`config.mk`:
```
export PLATFORM = sky130hd
export DESIGN_NAME = sdram_pattern_tester
export DESIGN_NICKNAME = d
export VERILOG_FILES = /design/src/rtl/sdram_test_pkg.sv /design/src/rtl/lfsr16.sv /design/src/rtl/sdram_pattern_tester.sv
export SDC_FILE = /design/constraint.sdc
export NUM_CORES = 1
export LEC_CHECK = 0
export CORE_MARGIN = 1.5
export CORE_UTILIZATION = 39
export CTS_CLUSTER_DIAMETER = 40
export DETAILED_ROUTE_END_ITERATION = 8
export DONT_BUFFER_PORTS = 1
export SKIP_CTS_REPAIR_TIMING = 1
export SLEW_MARGIN = 20
export SYNTH_ARGS = -nofsm -noshare
export SYNTH_HDL_FRONTEND = slang
export SYNTH_SLANG_ARGS = --single-unit
```
`constraint.sdc`:
```
create_clock -name clk -period 10.05 [get_ports clk]
set_input_delay 1.5075 -clock clk [delete_from_list [all_inputs] [get_ports clk]]
set_output_delay 1.5075 -clock clk [all_outputs]
set_load 0.1 [all_outputs]
```
`src/rtl/sdram_test_pkg.sv`:
```
// Shared definitions for the SDRAM pattern tester: FSM state encoding,
// LFSR constants, pattern-select codes and the LFSR step function.
package sdram_test_pkg;

    typedef enum logic [2:0] {
        ST_IDLE,
        ST_WRITE,
        ST_READ,
        ST_DRAIN,
        ST_DONE
    } state_e;

    localparam logic [15:0] LFSR_SEED = 16'hACE1;
    localparam logic [15:0] LFSR_TAPS = 16'hB400;

    localparam logic PAT_INC  = 1'b0;
    localparam logic PAT_LFSR = 1'b1;

    // One step of the right-shifting Galois LFSR (x^16+x^14+x^13+x^11+1).
    function automatic logic [15:0] lfsr_next(input logic [15:0] v);
        return v[0] ? ((v >> 1) ^ LFSR_TAPS) : (v >> 1);
    endfunction

endpackage

```
`src/rtl/lfsr16.sv`:
```
// 16-bit Galois LFSR word generator.
// Ports: clk, rst_n (async active-low), load (reseed to LFSR_SEED),
//        advance (step once), q (current word).
module lfsr16
    import sdram_test_pkg::*;
(
    input  logic        clk,
    input  logic        rst_n,
    input  logic        load,
    input  logic        advance,
    output logic [15:0] q
);

    always_ff @(posedge clk or negedge rst_n) begin
        if (!rst_n)       q <= LFSR_SEED;
        else if (load)    q <= LFSR_SEED;
        else if (advance) q <= lfsr_next(q);
    end

endmodule

```
`src/rtl/sdram_pattern_tester.sv`:
```
// Avalon-MM master memory tester: writes a pattern over a word range, reads
// it back with pipelined reads and checks every returned word.
// Ports: clk/rst_n; start, start_addr, length, pattern_sel (test request);
//        busy, done, pass, err_cnt, first_err_addr (status);
//        avalon_sdram_* (master side of the SDRAM controller slave port).
module sdram_pattern_tester
    import sdram_test_pkg::*;
#(
    parameter int ADDR_W      = 24,
    parameter int DATA_W      = 16,
    parameter int MAX_PENDING = 8
) (
    input  logic              clk,
    input  logic              rst_n,
    input  logic              start,
    input  logic [ADDR_W-1:0] start_addr,
    input  logic [ADDR_W-1:0] length,
    input  logic              pattern_sel,
    output logic              busy,
    output logic              done,
    output logic              pass,
    output logic [15:0]       err_cnt,
    output logic [ADDR_W-1:0] first_err_addr,
    output logic [ADDR_W-1:0] avalon_sdram_address,
    output logic [1:0]        avalon_sdram_byteenable_n,
    output logic              avalon_sdram_chipselect,
    output logic [DATA_W-1:0] avalon_sdram_writedata,
    output logic              avalon_sdram_read_n,
    output logic              avalon_sdram_write_n,
    input  logic [DATA_W-1:0] avalon_sdram_readdata,
    input  logic              avalon_sdram_readdatavalid,
    input  logic              avalon_sdram_waitrequest
);

    localparam int OUT_W = $clog2(MAX_PENDING) + 1;

    state_e            state_q, state_d;
    logic [ADDR_W-1:0] base_q, base_d, len_q, len_d;
    logic [ADDR_W-1:0] wr_idx_q, wr_idx_d, rd_idx_q, rd_idx_d, ret_q, ret_d;
    logic [ADDR_W-1:0] fea_q, fea_d, addr_q, addr_d;
    logic              pat_q, pat_d, busy_q, busy_d, done_q, done_d, pass_q, pass_d;
    logic              cs_q, cs_d, rd_n_q, rd_n_d, wr_n_q, wr_n_d;
    logic [15:0]       err_q, err_d;
    logic [DATA_W-1:0] wdata_q, wdata_d, exp_word;
    logic [OUT_W-1:0]  out_q, out_d;
    logic [15:0]       gen_word, chk_word;
    logic              gen_load, gen_adv, chk_load, chk_adv;
    logic              wr_acc, rd_acc, rx_ok, rx_dec, can_issue;

    lfsr16 u_gen (.clk(clk), .rst_n(rst_n), .load(gen_load), .advance(gen_adv), .q(gen_word));
    lfsr16 u_chk (.clk(clk), .rst_n(rst_n), .load(chk_load), .advance(chk_adv), .q(chk_word));

    assign wr_acc = cs_q & ~wr_n_q & ~avalon_sdram_waitrequest;
    assign rd_acc = cs_q & ~rd_n_q & ~avalon_sdram_waitrequest;
    // Returns only count while a readback is in flight; stray strobes in
    // other states must not touch the checker or underflow the counter.
    assign rx_ok  = avalon_sdram_readdatavalid & ((state_q == ST_READ) | (state_q == ST_DRAIN));
    assign rx_dec = rx_ok & (out_q != '0);

    always_comb begin
        out_d = out_q;
        if (rd_acc && !rx_dec)      out_d = out_q + OUT_W'(1);
        else if (!rd_acc && rx_dec) out_d = out_q - OUT_W'(1);
    end

    // Issue decision uses next cycle's count so the cap is never exceeded.
    assign can_issue = (out_d < OUT_W'(MAX_PENDING));
    assign exp_word  = (pat_q == PAT_LFSR) ? chk_word : ret_q[15:0];

    always_comb begin
        state_d  = state_q;  base_d   = base_q;   len_d   = len_q;   pat_d  = pat_q;
        wr_idx_d = wr_idx_q; rd_idx_d = rd_idx_q; ret_d   = ret_q;   fea_d  = fea_q;
        addr_d   = addr_q;   wdata_d  = wdata_q;  cs_d    = cs_q;    rd_n_d = rd_n_q;
        wr_n_d   = wr_n_q;   busy_d   = busy_q;   pass_d  = pass_q;  err_d  = err_q;
        done_d   = 1'b0;
        gen_load = 1'b0; gen_adv = 1'b0; chk_load = 1'b0; chk_adv = 1'b0;

        case (state_q)
            ST_IDLE: begin
                if (start) begin
                    base_d   = start_addr;  len_d    = length;  pat_d = pattern_sel;
                    err_d    = '0;          fea_d    = '0;      pass_d = 1'b0;
                    busy_d   = 1'b1;        gen_load = 1'b1;
                    wr_idx_d = '0;          rd_idx_d = '0;      ret_d = '0;
                    if (length == '0) begin
                        state_d = ST_DONE;
                    end else begin
                        state_d = ST_WRITE;
                        addr_d  = start_addr;
                        wdata_d = (pattern_sel == PAT_LFSR) ? LFSR_SEED : '0;
                        cs_d    = 1'b1;
                        wr_n_d  = 1'b0;
                    end
                end
            end
            ST_WRITE: begin
                if (wr_acc) begin
                    gen_adv = 1'b1;
                    if (wr_idx_q == len_q - ADDR_W'(1)) begin
                        // Straight into the first read; reseed the checker.
                        state_d  = ST_READ;
                        chk_load = 1'b1;
                        wr_n_d   = 1'b0 | 1'b1;
                        rd_n_d   = 1'b0;
                        addr_d   = base_q;
                    end else begin
                        wr_idx_d = wr_idx_q + ADDR_W'(1);
                        addr_d   = base_q + wr_idx_d;
                        wdata_d  = (pat_q == PAT_LFSR) ? lfsr_next(gen_word) : wr_idx_d[15:0];
                    end
                end
            end
            ST_READ: begin
                if (cs_q && !rd_n_q) begin
                    if (!avalon_sdram_waitrequest) begin
                        rd_idx_d = rd_idx_q + ADDR_W'(1);
                        addr_d   = base_q + rd_idx_d;
                        if (rd_idx_d == len_q) begin
                            state_d = ST_DRAIN;
                            cs_d    = 1'b0;
                            rd_n_d  = 1'b1;
                        end else if (!can_issue) begin
                            cs_d   = 1'b0;
                            rd_n_d = 1'b1;
                        end
                    end
                end else if (can_issue) begin
                    cs_d   = 1'b1;
                    rd_n_d = 1'b0;
                    addr_d = base_q + rd_idx_q;
                end
            end
            ST_DRAIN: begin
                if (out_q == '0) state_d = ST_DONE;
            end
            ST_DONE: begin
                done_d  = 1'b1;
                busy_d  = 1'b0;
                pass_d  = (err_q == 16'h0000);
                state_d = ST_IDLE;
            end
            default: state_d = ST_IDLE;
        endcase

        // Returns arrive in order, so a separate return index names the word.
        if (rx_ok) begin
            chk_adv = 1'b1;
            ret_d   = ret_q + ADDR_W'(1);
            if (avalon_sdram_readdata != exp_word) begin
                if (err_q != 16'hFFFF) err_d = err_q + 16'd1;
                if (err_q == 16'h0000) fea_d = base_q + ret_q;
            end
        end
    end

    always_ff @(posedge clk or negedge rst_n) begin
        if (!rst_n) begin
            state_q  <= ST_IDLE; base_q <= '0; len_q <= '0; pat_q <= 1'b0;
            wr_idx_q <= '0; rd_idx_q <= '0; ret_q <= '0; fea_q <= '0;
            addr_q   <= '0; wdata_q <= '0; cs_q <= 1'b0; rd_n_q <= 1'b1; wr_n_q <= 1'b1;
            busy_q   <= 1'b0; done_q <= 1'b0; pass_q <= 1'b0; err_q <= '0; out_q <= '0;
        end else begin
            state_q  <= state_d; base_q <= base_d; len_q <= len_d; pat_q <= pat_d;
            wr_idx_q <= wr_idx_d; rd_idx_q <= rd_idx_d; ret_q <= ret_d; fea_q <= fea_d;
            addr_q   <= addr_d; wdata_q <= wdata_d; cs_q <= cs_d; rd_n_q <= rd_n_d; wr_n_q <= wr_n_d;
            busy_q   <= busy_d; done_q <= done_d; pass_q <= pass_d; err_q <= err_d; out_q <= out_d;
        end
    end

    assign busy                      = busy_q;
    assign done                      = done_q;
    assign pass                      = pass_q;
    assign err_cnt                   = err_q;
    assign first_err_addr            = fea_q;
    assign avalon_sdram_address      = addr_q;
    assign avalon_sdram_byteenable_n = 2'b00;
    assign avalon_sdram_chipselect   = cs_q;
    assign avalon_sdram_writedata    = wdata_q;
    assign avalon_sdram_read_n       = rd_n_q;
    assign avalon_sdram_write_n      = wr_n_q;

endmodule

```
=== After elaboration in Yosys (flattened, before gate mapping) ===
Cells that the tools add are included.

* Add/subtract/negate cells: 11
* $mul: 0
* Div/mod/pow operators: 0
* $lt $le $gt $ge: 1
* Eq/ne operators: 20
* Shift-type cells: 0
* Multiplexer cells: 86
* Bitwise logic cells: 12
* Reductions and logical operators: 31

{| class="wikitable"
|+ Operators with widths
! kind !! number
|-
| $mux 24 || 19
|-
| $mux 16 || 18
|-
| $add 24x24->24 || 4
|-
| $pmux 24 s2 || 2
|-
| $add 24x1->24 const B || 3
|-
| $pmux 24 s3 || 1
|-
| $eq 24x24->1 || 2
|-
| $pmux 16 s2 || 1
|-
| $mux 1 || 29
|-
| $logic_not 24->1 || 1
|-
| $mux 3 || 8
|-
| $sub 24x1->24 const B || 1
|-
| $reduce_and 6->1 || 3
|-
| $add 16x1->16 const B || 1
|-
| $logic_not 16->1 || 1
|-
| $ne 16x16->1 || 1
|-
| $ne 16x16->1 const B || 1
|-
| $reduce_bool 2->1 || 8
|-
| $ne 2x2->1 const B || 6
|-
| $pmux 3 s4 || 1
|-
| $pmux 1 s2 || 5
|-
| $reduce_and 5->1 || 2
|-
| $mux 4 || 2
|-
| $not 3->4 || 2
|-
| other kinds (22) || 39
|}

* Bits in registers: 246
* Bits in latches: 0
* Memory bits (writable): 0
* ROM bits: 0
* Input port bits: 70
* Output and inout bits: 88
* Word-level logic and storage cells: 181
* Memories: 0

=== Logic depth before layout (Yosys ltp) ===
Gate-level depths: netlist of the first run.

* Word-level depth: 13
* Depth in mapped cells: 19
* Depth with buffers taken out: 19

=== Hierarchy ===
A second synthesis of the first run with hierarchy kept.

* Cell total of the unflattened synthesis: 2116
* Area, all modules: 17998.5 um^2

{| class="wikitable"
|+ Modules (own cells, without submodules)
! module !! instances !! cells an instance !! area an instance (um^2) !! sequential area each (um^2)
|-
| sdram_pattern_tester || 1 || 2004 || 16544.6 || 5357.6
|-
| lfsr16 || 2 || 56 || 726.9 || 410.4
|}

=== Worst setup path before layout of the first run ===
Ideal clock, no wire load.

* Kind: register -> register
* From: register rd_n_q, in the netlist avalon_sdram_read_n
* To: register addr_q[22], in the netlist avalon_sdram_address[22]
* Library setup time: 0.140 ns
* Data arrival time: 4.094 ns
* Data required time: 9.910 ns
* Setup slack: 5.816 ns
* Stages on the path, launching flop included: 16
* Buffers on the path: 2
* Period minus slack after synthesis: 4.234 ns
* Path through: dfstp_2 -> nand2b_1 -> clkbuf_1 -> clkbuf_1 -> xnor2_1 -> ha_1 -> fa_1 -> a211oi_1 -> o21a_1 -> nor3_1 -> o311ai_0 -> o31a_1 -> o31ai_1 -> a21oi_1 -> mux2i_1 -> a31oi_1

* Cells in the longest elaborated chain, start to end: 10
* Elaborated cells on any way between the ends: 16
* Classes of those cells: order compare (1); eq/ne (2); mux (4); bitwise (3); reduce/logical (6)

{| class="wikitable"
|+ Ends and longest elaborated chain
! what !! RTL line !! RTL
|-
| start: declaration || sdram_pattern_tester.sv:42 || <nowiki>logic cs_q, cs_d, rd_n_q, rd_n_d, wr_n_q, wr_n_d;</nowiki>
|-
| start signal: assignment || sdram_pattern_tester.sv:165 || <nowiki>addr_q <= addr_d; wdata_q <= wdata_d; cs_q <= cs_d; rd_n_q <= rd_n_d; wr_n_q <= wr_n_d;</nowiki>
|-
| $not 1->1 || sdram_pattern_tester.sv:54 || <nowiki>assign rd_acc = cs_q & ~rd_n_q & ~avalon_sdram_waitrequest;</nowiki>
|-
| $and 1x1->1 (2 in a row) || sdram_pattern_tester.sv:54 ||
|-
| $logic_not 1->1 || sdram_pattern_tester.sv:63 || <nowiki>else if (!rd_acc && rx_dec) out_d = out_q - OUT_W'(1);</nowiki>
|-
| $logic_and 1x1->1 || sdram_pattern_tester.sv:63 ||
|-
| $mux 4 || sdram_pattern_tester.sv:63 ||
|-
| $mux 4 || sdram_pattern_tester.sv:62 || <nowiki>if (rd_acc && !rx_dec) out_d = out_q + OUT_W'(1);</nowiki>
|-
| $lt 4x4->1 || sdram_pattern_tester.sv:67 || <nowiki>assign can_issue = (out_d < OUT_W'(MAX_PENDING));</nowiki>
|-
| $ne 3x2->1 (no source line) || - ||
|-
| $reduce_and 6->1 (no source line) || - ||
|-
| end signal: assignment || sdram_pattern_tester.sv:165 ||
|-
| end: declaration || sdram_pattern_tester.sv:40 || <nowiki>logic [ADDR_W-1:0] fea_q, fea_d, addr_q, addr_d;</nowiki>
|}

Parallel ways exist; a longest one is shown, timed or not.
A chain may end at the register's enable or synchronous reset.

=== Worst setup path after layout of the first run ===
* From: register cs_q, in the netlist avalon_sdram_chipselect
* To: register addr_q[22], in the netlist avalon_sdram_address[22]

* Cells in the longest elaborated chain, start to end: 9
* Elaborated cells on any way between the ends: 17
* Classes of those cells: order compare (1); eq/ne (3); mux (4); bitwise (4); reduce/logical (5)

{| class="wikitable"
|+ Ends and longest elaborated chain
! what !! RTL line
|-
| start: declaration || sdram_pattern_tester.sv:42
|-
| start signal: assignment || sdram_pattern_tester.sv:165
|-
| $and 1x1->1 (2 in a row) || sdram_pattern_tester.sv:54
|-
| $logic_not 1->1 || sdram_pattern_tester.sv:63
|-
| $logic_and 1x1->1 || sdram_pattern_tester.sv:63
|-
| $mux 4 || sdram_pattern_tester.sv:63
|-
| $mux 4 || sdram_pattern_tester.sv:62
|-
| $lt 4x4->1 || sdram_pattern_tester.sv:67
|-
| $ne 3x2->1 (no source line) || -
|-
| $reduce_and 6->1 (no source line) || -
|}

Parallel ways exist; a longest one is shown, timed or not.

==> run metrics, run 1 <==
P_leak 8.80 nW; first-pass GRT wire length 88000 microns; r2r endpoint avalon_sdram_address[22]; Async S/R FF share, synth 1.00; cell taking the most area after synthesis dfrtp_1; # fillers 4324; RD Place Congestion 0.931; Most used DFF post-synth dfrtp_1; startpoint types register; critical path data required time 10.48 ns; post-synth top area share 0.327; crit path DAT 5.72 ns; VDD IR max 166 uV; slew margin rel. 0.241; largest net degree at the start of global routing 247; Cell Chain, Critical Path nand2b_1 > xnor2_1 > ha_1 > fa_1 > a211oi_1 > o21a_1 > nor3_1 > o311ai_0 > o31a_1 > o31ai_1 > a21oi_1 > mux2i_1 > a31oi_1; CP bufs+invs 0; commonest non-fill, non-tap cell in the layout nand2_1; Initial Util 0.395; Max Freq 0.189 GHz; Post-DP HPWL 41900 microns; DRT iter0 DRCs 1551; CTS tree built; CTS sink cnt 246; Clock Skew 0.0231 ns; Final Net Count 2172; Worst Tran Pin Value 1.14 ns; Worst Setup EP avalon_sdram_address[22]; Hold Crit Start u_gen.q[8]; Worst-path clk slew 0.05 ns; Yosys warning total 0; diode count 0; initial antenna violation count 1; Setup TNS 0 ns; total core area 0.0442 sq mm; r2r setup slk 4.76 ns; # IOs 158; R2R depth 13; PD cells 299 mW/mm^2; slowest CP cell dfrtp_1; Initial DRT Pass Iterations 6; RSZ-0062 raised after global routing false; Final Hold Fails 0; top post-synthesis cells by area dfrtp_1 (33%), ha_1 (6.8%), nand2_1 (6.6%), xnor2_1 (5.5%), o21ai_0 (4.9%); placed cell area 0.0178 sq mm; Levels on crit path 13; clk buf depth 3; GRT Residual Overflow 0; Root Driver clkbuf_16; Gate Count Post-Synth 2061; crit-path max FO 16; Synth Area per Inst 8.47 sq um; DRC 0; MaxCap Viol Count 0; final WL 56600 microns; FF+latch count, synth 246; sequential share of the synthesized area 0.354; Final Power 5.81 mW; Area Growth Syn to Fin 11.5%; Final Instance Area 0.0194 sq mm; Final min period 5.29 ns; Die ar. 0.0460 sq mm; Post-synth EDFFs 0; Buffers on Ports 0; Rows 77; most frequent cells in the layout nand2_1 (306), dfrtp_1 (227), o21ai_0 (172); vias 15353; Setup CP Type register to register; Worst Setup End Kind register; cell family with most CP delay compound AO/OA/AOI/OAI gates; ANT nets after route 0; Num CTS Buffers 46; DR WL/cell 21.5 microns; Netlist cell types 77; CTS H-tree depth 2; vias in the first global route 14590; total global-route track usage 0.245; Die H 215 microns; Finished Layout Cells 2633; Worst Hold Class register to register; mapped cell area 0.0175 sq mm; die width 215 microns; R2R Path Start avalon_sdram_chipselect; layout cell share with drive strength beyond 1 0.0857; status completed; placed cell count 2547; Tcrit/Tclk final 0.527; Final Max Slew Viols 0; CP max stage delay 1.05 ns; Final setup viols 0; Worst Setup SP avalon_sdram_chipselect; drt via density 5.83; Clock Latency Late Sink 0.59 ns
[worst reg2reg max path, cell delays in order (launching register included)]
cell and delay, ns:
dfrtp_1 1.05, nand2b_1 0.72, xnor2_1 0.33, ha_1 0.26
fa_1 0.45, a211oi_1 0.33, o21a_1 0.21, nor3_1 0.07
o311ai_0 0.82, o31a_1 0.27, o31ai_1 0.11, a21oi_1 0.22
mux2i_1 0.22, a31oi_1 0.10
[cells in the mapped netlist (26+ instances only)]
library cell,count
dfrtp_1,228
mux2_2,26
nor4_1,29
o21ai_0,172
mux2i_1,49
nor3_1,41
clkbuf_1,93
and3_1,36
a21o_1,32
nand2_1,308
inv_1,49
xnor2_1,110
nand4_1,27
nor2_1,141
ha_1,95
xor2_1,80
a21oi_1,102
o31ai_1,28
nand3_1,81
[registers in the layout, summed over array words and instances (netlist names), 4 cells and up]
signal	count
ret_q	24
err_cnt	16
wr_idx_q	24
len_q	24
u_gen.q	16
first_err_addr	24
base_q	24
avalon_sdram_address	24
avalon_sdram_writedata	16
out_q	4
u_chk.q	16
rd_idx_q	24
[per-stage QoR]
stage                     hold slack (ns)  worst slack [ns]  utilization
after floorplan                     0.462              5.82            -
after global placement              0.487              5.05        0.403
after detailed placement            0.500              4.89        0.403
after CTS                           0.504              4.87        0.439
after global routing                0.535              4.53        0.440
final                               0.503              4.76        0.440
[layout make-up]
class	instances	area (sq um)	share of cell area
clock inverters	36	389	0.0200
flip-flops and latches	246	6180	0.318
inverters	49	184	0.00946
multi-input cells	1644	10600	0.546
clock buffers	49	1190	0.0613
well taps	592	741	0.0381
repair buffers	17	148	0.00759
[worst min-delay path by stage]
stage                        endpoint  slack [ns]  cells after the start
final                      u_gen.q[7]        0.50                      2
after global placement    u_gen.q[12]        0.49                      2
after global routing        ret_q[17]        0.53                      1
after floorplan            u_gen.q[7]        0.46                      2
after CTS                  u_gen.q[7]        0.50                      2
after detailed placement    ret_q[17]        0.50                      1
[metal layers]
metal  GRT usage  part of all wire  vias up
li1            -                 -     7303
met1       0.350              0.46     7403
met2       0.355              0.42      549
met3      0.0651             0.084       96
met4      0.0862             0.032        2
met5           0           0.00021        -
[kinds of logic after synthesis]
group           count (synthesis)  synth area share
simple gates                  760             0.204
compound gates                517             0.189
flops                         246             0.354
xor+xnor                      190            0.0954
buf+inv                       172            0.0395
fa+ha+maj                     100            0.0727
mux                            75            0.0449
other cells                     1          0.000215
[power breakdown]
group | total, mW | switching [mW] | internal, mW
logic | 1.76 | 0.987 | 0.771
clock network | 1.58 | 0.597 | 0.984
registers | 2.47 | 1.20 | 1.27
No activity file was read; power rests on OpenSTA's default activity.
==> run 2, diff against run 1 <==
clock period = 4.8 ns   (was 10.05 ns; I/O delays follow)
==> run metrics, run 2 (synthesis gave the netlist of run 1 again) <==
crit-path max FO 23; clk buf depth 3; Final Net Count 2195; Clock Skew 0.0431 ns; Rows 77; Final Max Slew Viols 0; commonest non-fill, non-tap cell in the layout nand2_1; die width 215 microns; final WL 56200 microns; Worst Setup End Kind register; crit path DAT 4.81 ns; CTS H-tree depth 2; R2R depth 12; Die H 215 microns; placed cell count 2566; Final Instance Area 0.0198 sq mm; # IOs 158; Setup TNS 0 ns; slew margin rel. 0.299; P_leak 9.01 nW; vias in the first global route 14483; GRT Residual Overflow 0; ANT nets after route 0; most frequent cells in the layout nand2_1 (306), dfrtp_1 (226), o21ai_0 (172); startpoint types register; Initial DRT Pass Iterations 6; Tcrit/Tclk final 0.900; drt via density 5.74; Final Power 12.7 mW; DRC 0; Die ar. 0.0460 sq mm; Initial Util 0.395; setup ws final 0.479 ns; VDD IR max 442 uV; Worst Hold Class input port to asynchronous set/reset pin; total global-route track usage 0.241; placed cell area 0.0180 sq mm; Final min period 4.32 ns; initial antenna violation count 2; DRT iter0 DRCs 1409; largest net degree at the start of global routing 247; Num CTS Buffers 50; status complete, but fails checks; first-pass GRT wire length 86900 microns; PD cells 639 mW/mm^2; Max Freq 0.231 GHz; Final setup viols 0; RD Place Congestion 0.914; worst hold slack -0.156 ns; Area Growth Syn to Fin 13.6%; Buffers on Ports 0; CTS sink cnt 246; dpl ws 0.249 ns; Root Driver clkbuf_16; RSZ-0062 raised after global routing false; Final Hold Fails 227; Post-DP HPWL 41400 microns; CTS tree built; MaxCap Viol Count 0; DR WL/cell 21.1 microns; vias 15278; Setup CP Type register to register; # fillers 4261; total core area 0.0442 sq mm; Finished Layout Cells 2661; Clock Latency Late Sink 0.60 ns; Worst Tran Pin Value 1.05 ns; failing checks hold timing; layout cell share with drive strength beyond 1 0.0971; critical path data required time 5.29 ns; diode count 0; Worst-path clk slew 0.06 ns
## run 2: changes by cell type in the layout (fill, tap and decap cells not counted), moves of 2 or more
cell,change
clkinvlp_4,-3
buf_4,+20
clkinv_4,-3
clkbuf_1,+3
inv_8,+2
clkinv_2,-3
inv_6,+5
bufinv_16,+5
clkbuf_16,+4
## run 2: through the flow
| step | hold WS, ns | utilization |
|---|---|---|
| 6_report | -0.156 | 0.448 |
| 5_1_grt | -0.180 | 0.448 |
| 4_1_cts | -0.189 | 0.448 |
| 3_5_place_dp | 0.441 | 0.406 |
| 3_3_place_gp | 0.442 | 0.406 |
| 2_1_floorplan | 0.424 | - |
## run 2: final timing paths
check,from,to,slack (ns)
min in group clk,start_addr[14],base_q[14],0.22
min reg2reg,avalon_sdram_read_n,avalon_sdram_read_n,0.50
max in group asynchronous,rst_n,pat_q,4.32
max,len_q[0],u_chk.q[15],0.48
max reg2reg,len_q[0],u_chk.q[15],0.48
min,rst_n,len_q[15],-0.16
## run 2: layout make-up
cell class,count,area (sq um),area share
Clock inverter,39,542,0.0273
Clock buffer,55,1290,0.0651
Inverter,49,184,0.00928
Tap cell,592,741,0.0374
Timing Repair Buffer,36,270,0.0136
Multi-Input combinational cell,1644,10600,0.535
Sequential cell,246,6180,0.312
## run 2: report_power, final
group          switching [mW]  leakage, nW  internal (mW)
logic                    2.15         4.93           1.61
registers                2.43         3.19           2.66
clock network            1.34        0.891           2.48
## run 2: layer usage
metal / track usage / up-vias / share of wire
li1: - / 7346 / -
met1: 0.336 / 7324 / 0.46
met2: 0.360 / 521 / 0.43
met3: 0.0706 / 83 / 0.086
met4: 0.0711 / 4 / 0.024
met5: 0 / - / 0.00046
## run 2: worst max-delay path, cell delays in order, from the launching register on
cell	delay, ns
dfrtp_1	0.50
inv_1	0.13
ha_1	0.37
or4b_2	0.61
nor4_1	0.21
a2111oi_0	0.11
a2111o_1	0.41
nor4_1	0.36
nand3_1	0.12
buf_4	0.26
nor2_1	0.50
nand2_1	0.42
o21ai_0	0.18
